[config.mk]
export PLATFORM = sky130hd
export DESIGN_NAME = hyperram_req_scheduler
export DESIGN_NICKNAME = d
export VERILOG_FILES = /design/src/rtl/hyperram_req_scheduler.sv
export SDC_FILE = /design/constraint.sdc
export NUM_CORES = 1
export LEC_CHECK = 0
export CAP_MARGIN = 25
export CORE_ASPECT_RATIO = 1.4
export CORE_MARGIN = 5
export CORE_UTILIZATION = 48
export DETAILED_ROUTE_END_ITERATION = 8
export GPL_ROUTABILITY_DRIVEN = 0
export PLACE_DENSITY = 0.72
export SYNTH_ARGS = -nofsm -noshare
export SYNTH_HDL_FRONTEND = slang
export SYNTH_SLANG_ARGS = --single-unit
[constraint.sdc]
create_clock -name clk -period 9.76 [get_ports clk]
set_clock_uncertainty 0.05 [all_clocks]
set_input_delay 2.928 -clock clk [delete_from_list [all_inputs] [get_ports clk]]
set_output_delay 2.928 -clock clk [all_outputs]
set_load 0.05 [all_outputs]
[src/rtl/hyperram_req_scheduler.sv]
// hyperram_req_scheduler: in-order Avalon-MM command queue issuing single-cycle pulses to the HyperRAM controller
module hyperram_req_scheduler #(
    parameter int DEPTH      = 4,
    parameter int RD_TIMEOUT = 1023,
    parameter int WR_GAP     = 256
) (
    input  logic        clk,
    input  logic        rst,
    input  logic [21:0] h_address,
    input  logic        h_read,
    input  logic        h_write,
    input  logic [31:0] h_writedata,
    output logic        h_waitrequest,
    output logic [31:0] h_readdata,
    output logic        h_readdatavalid,
    output logic        h_rderror,
    output logic [21:0] m_address,
    output logic        m_read,
    output logic        m_write,
    output logic [31:0] m_writedata,
    input  logic [31:0] m_readdata,
    input  logic        m_readdatavalid
);
    localparam int AW   = $clog2(DEPTH);
    localparam int TMAX = (RD_TIMEOUT > WR_GAP) ? RD_TIMEOUT : WR_GAP;
    localparam int TW   = $clog2(TMAX + 1);

    typedef enum logic [2:0] {IDLE, ISSUE, WAIT_RD, WAIT_WR, GAP} state_t;

    state_t        r_state, w_next;
    logic [54:0]   r_fifo [DEPTH];
    logic [AW-1:0] r_wr_ptr, r_rd_ptr;
    logic [AW:0]   r_count;
    logic [TW-1:0] r_timer;
    logic          r_op;
    logic [54:0]   w_head;
    logic          w_full, w_empty, w_push, w_pop, w_load, w_rd_ok, w_rd_to;

    assign w_full        = r_count == (AW+1)'(DEPTH);
    assign w_empty       = r_count == '0;
    assign h_waitrequest = rst | w_full;
    assign w_push        = (h_read | h_write) & ~h_waitrequest;
    assign w_head        = r_fifo[r_rd_ptr];

    // Command storage; a simultaneous read+write request is stored as a write
    always_ff @(posedge clk) begin
        if (w_push) r_fifo[r_wr_ptr] <= {h_write, h_address, h_writedata};
    end

    // Queue pointers and occupancy; push and pop together leave the count unchanged
    always_ff @(posedge clk) begin
        if (rst) begin
            r_wr_ptr <= '0;
            r_rd_ptr <= '0;
            r_count  <= '0;
        end else begin
            r_wr_ptr <= r_wr_ptr + AW'(w_push);
            r_rd_ptr <= r_rd_ptr + AW'(w_pop);
            r_count  <= r_count + (AW+1)'(w_push) - (AW+1)'(w_pop);
        end
    end

    // Sequencer state register
    always_ff @(posedge clk) begin
        if (rst) r_state <= IDLE;
        else     r_state <= w_next;
    end

    // Sequencer: one transaction in flight, pop only when it has completed
    always_comb begin
        w_next  = r_state;
        w_load  = 1'b0;
        w_pop   = 1'b0;
        w_rd_ok = 1'b0;
        w_rd_to = 1'b0;
        case (r_state)
            IDLE: begin
                w_load = ~w_empty;
                w_next = w_empty ? IDLE : ISSUE;
            end
            ISSUE:   w_next = r_op ? WAIT_WR : WAIT_RD;
            WAIT_RD: begin
                w_rd_ok = m_readdatavalid;
                w_rd_to = ~m_readdatavalid & (r_timer == '0);
                w_pop   = w_rd_ok | w_rd_to;
                w_next  = w_pop ? GAP : WAIT_RD;
            end
            WAIT_WR: begin
                w_pop  = r_timer == '0;
                w_next = w_pop ? GAP : WAIT_WR;
            end
            GAP:     w_next = IDLE;
            default: w_next = IDLE;
        endcase
    end

    // Controller-side and host-side registered outputs plus the wait timer
    always_ff @(posedge clk) begin
        if (rst) begin
            m_read          <= 1'b0;
            m_write         <= 1'b0;
            m_address       <= '0;
            m_writedata     <= '0;
            r_op            <= 1'b0;
            r_timer         <= '0;
            h_readdata      <= '0;
            h_readdatavalid <= 1'b0;
            h_rderror       <= 1'b0;
        end else begin
            m_read          <= w_load & ~w_head[54];
            m_write         <= w_load & w_head[54];
            if (w_load) begin
                r_op        <= w_head[54];
                m_address   <= w_head[53:32];
                m_writedata <= w_head[31:0];
            end
            r_timer         <= (r_state == ISSUE) ? (r_op ? TW'(WR_GAP) : TW'(RD_TIMEOUT))
                                                  : ((r_timer != '0) ? r_timer - TW'(1) : r_timer);
            if (w_rd_ok | w_rd_to) h_readdata <= w_rd_ok ? m_readdata : 32'hDEAD_BEEF;
            h_readdatavalid <= w_rd_ok | w_rd_to;
            h_rderror       <= w_rd_to;
        end
    end
endmodule

==> results.yml <==
status:
  outcome: "complete, no violations"
global_route:
  grt_use_total: 0.180
  grt_pass1_vias: 7391
  overflow: 0
  grt_pass1_wl_um: 40300
  grt_max_degree: 63
  antenna_found_initial: 1
cts:
  cts-root-buf: "clkbuf_16"
  clk_latency_ns: 0.55
  cts_tree: "yes"
  holdBufCountCts: 0
  cts_max_level: 1
  clock_path_buffers: 3
  cts_setup_buffers: 0
  cts.sinks: 331
  cts_buffers: 30
  cts.repair.resized: 0
  cts.clk_slew.worst_paths_ns: 0.06
hold_path:
  hold_path_class: "flop to flop"
  holdPathStages: 2
  hold_path_end: "m_writedata[18]"
  holdCritStartpoint: "m_writedata[18]"
synthesis:
  yosysTopAreaCell: "edfxtp_1"
  synth_top_area_frac: 0.544
  synth-async-reset-ratio: 0
  netlist_top_cells_count: "edfxtp_1, nand2_1, dfxtp_1"
  synth_most_common_cell: "edfxtp_1"
  synth_seq_cells: 331
  synth_ff_type: "edfxtp_1"
  seq_area_frac_synth: 0.727
  syn_area_mm2: 0.0121
  synth_nets: 872
  yosysUniqueCellTypes: 47
  synthCells: 777
  yosysWarnings: 0
  synth_edf_count: 220
  syn_area_per_cell_um2: 15.6
  synth_area_leaders: "edfxtp_1, dfxtp_1, mux4_2"
sta:
  setup_tns_ns: 0
  hold_viol: 0
  min_period_ns: 7.38
  relSlewSlack: 0.405
  grt_setup_unrepaired: "no"
  setup_violations: 0
  worstMarginPinSlew_ns: 0.892
  finalCritPeriodShare: 0.756
  final_max_slew_viol_count: 0
  fmax_mhz: 136
worst_setup_path:
  end_kind: "output pin"
  cp.arrival_ns: 4.40
  r2r-start: "r_count[1]"
  crit_type: "primary input to output pin"
  max_stage_delay_ns: 0.80
  required_ns: 6.78
  cp_max_fo: 47
  reg2regPathDepth: 6
  critPathBufInv: 2
  worst-r2r-setup-slack_ns: 7.02
  r2r-end: "r_fifo[3][5]"
  crit_path_start_kind: "primary input"
  critical_path.top_delay_family: "buffers and inverters"
  cp_cell_sequence: "buf_4, a21o_1, clkdlybuf4s50_1"
  cpMaxStageDelayCell: "clkdlybuf4s50_1"
die:
  start_util: 0.482
  die_height_um: 198
  std_cell_rows: 69
  die_area_mm2: 0.0286
  io-pin-count: 182
  fp.dieW_um: 144
  coreArea_mm2: 0.0252
power:
  peakVddDrop_mv: 0.199
  p_leak_nw: 5.06
  powerDensity_mw_per_mm2: 283
  power_mw: 4.30
cells_and_area:
  stdcell_count: 1299
  nNetsFinal: 1050
  syn2layout_area_growth_pct: 25.3
  drive_gt1_frac: 0.137
place:
  hpwl_um: 15500
  port_buffers: 181
  dp.cells: 1242
detailed_routing:
  drtPass1Iterations: 4
  drtIter0Drc: 442
  drt-total-wl_um: 25500
  post_drt_wl_per_cell_um: 19.7
  drc_errors: 0
  routed_via_density: 5.37
  ant_nets: 0
  vias: 6971
flow_run:
  maxCapViolCount: 0
[worst register-to-register path, cell delays in order, from the launching register on]
cell,delay [ns]
dfxtp_1,0.41
nor2_1,0.07
a21o_1,0.20
or2_2,0.39
inv_1,0.10
and3_2,0.55
buf_4,0.59
[worst max path at each step]
stage | startpoint | end | cells past startpoint
2_1_floorplan | rst | r_fifo[1][0] | 5
3_3_place_gp | rst | h_waitrequest | 3
3_5_place_dp | rst | h_waitrequest | 3
5_1_grt | rst | h_waitrequest | 3
4_1_cts | rst | h_waitrequest | 3
6_report | rst | h_waitrequest | 3
[per-layer routing]
layer | up-vias | share of wire | GRT usage
met3 | 27 | 0.059 | 0.0321
met2 | 188 | 0.53 | 0.331
li1 | 3263 | - | -
met4 | 0 | 0.019 | 0.0446
met5 | - | 0 | 0
met1 | 3493 | 0.39 | 0.218
[cells by family (layout without fill, tap and decap cells)]
kind of cell / after synthesis / in the layout / synth area share
DFF: 331 / 331 / 0.727
and+or+nand+nor: 211 / 211 / 0.0817
AOI/OAI and AO/OA: 102 / 102 / 0.0492
muxes: 68 / 68 / 0.113
buffers and inverters: 54 / 256 / 0.0192
xor gates and xnor gates: 7 / 7 / 0.00505
adders and majority gates: 4 / 4 / 0.00474
other: 0 / 1 / 0
[placed cells by master (no fill, tap or decap), types with 2 or more instances in the layout]
cell type	netlist	final
edfxtp_1	220	220
clkdlybuf4s50_1	0	180
nand2_1	116	116
dfxtp_1	111	109
a21oi_1	65	65
mux4_2	55	55
nor2_1	44	44
clkbuf_16	0	31
o21ai_0	13	13
buf_4	0	13
nor3_2	11	12
mux2i_1	12	12
clkbuf_1	32	10
a22oi_1	8	8
inv_1	7	7
xnor2_1	7	7
clkinv_1	0	7
nor3_1	7	6
nor2b_1	5	5
a21o_1	3	3
o41ai_1	3	3
nor3b_1	5	3
a31oi_1	3	3
or4_1	4	3
ha_1	3	3
clkinv_2	0	3
or2_2	2	2
nor4_2	1	2
nor3b_2	0	2
nand3_1	2	2
or3_1	2	2
a211oi_1	2	2
bufinv_16	0	2
dfxtp_4	0	2
[where the power goes]
group	switching, mW	total [mW]	internal (mW)	leakage (nW)
clock network	0.488	1.12	0.636	0.455
registers	0.133	1.84	1.70	2.91
logic	0.873	1.34	0.470	1.69
[sequential cells by signal, summed over array words and instances, names as in the netlist]
register / cells
r_fifo: 220
h_readdata: 32
m_writedata: 32
m_address: 22
r_timer: 10
r_count: 3
r_state: 3
r_rd_ptr: 2
r_wr_ptr: 2
h_rderror: 1
h_readdatavalid: 1
m_read: 1
m_write: 1
r_op: 1
[per-stage QoR]
step / hold WS, ns / setup slack [ns] / utilization / cell area (µm²)
3_3_place_gp: 0.393 / 2.39 / 0.566 / 14300
4_1_cts: 0.408 / 2.36 / 0.603 / 15200
2_1_floorplan: 0.409 / 1.16 / - / 12100
3_5_place_dp: 0.399 / 2.36 / 0.566 / 14300
5_1_grt: 0.418 / 2.32 / 0.603 / 15200
6_report: 0.406 / 2.38 / 0.603 / 15200
[final cells by class]
type	instances	area, µm²
Antenna cell	1	2.50
Clock buffer	41	813
Clock inverter	15	129
Fill cell	1969	10000
Inverter	7	26.3
Multi-Input combinational cell	392	3100
Sequential cell	331	8840
Tap cell	319	399
Timing Repair Buffer	193	1900
Note: power is estimated with default switching activity, not from simulation.
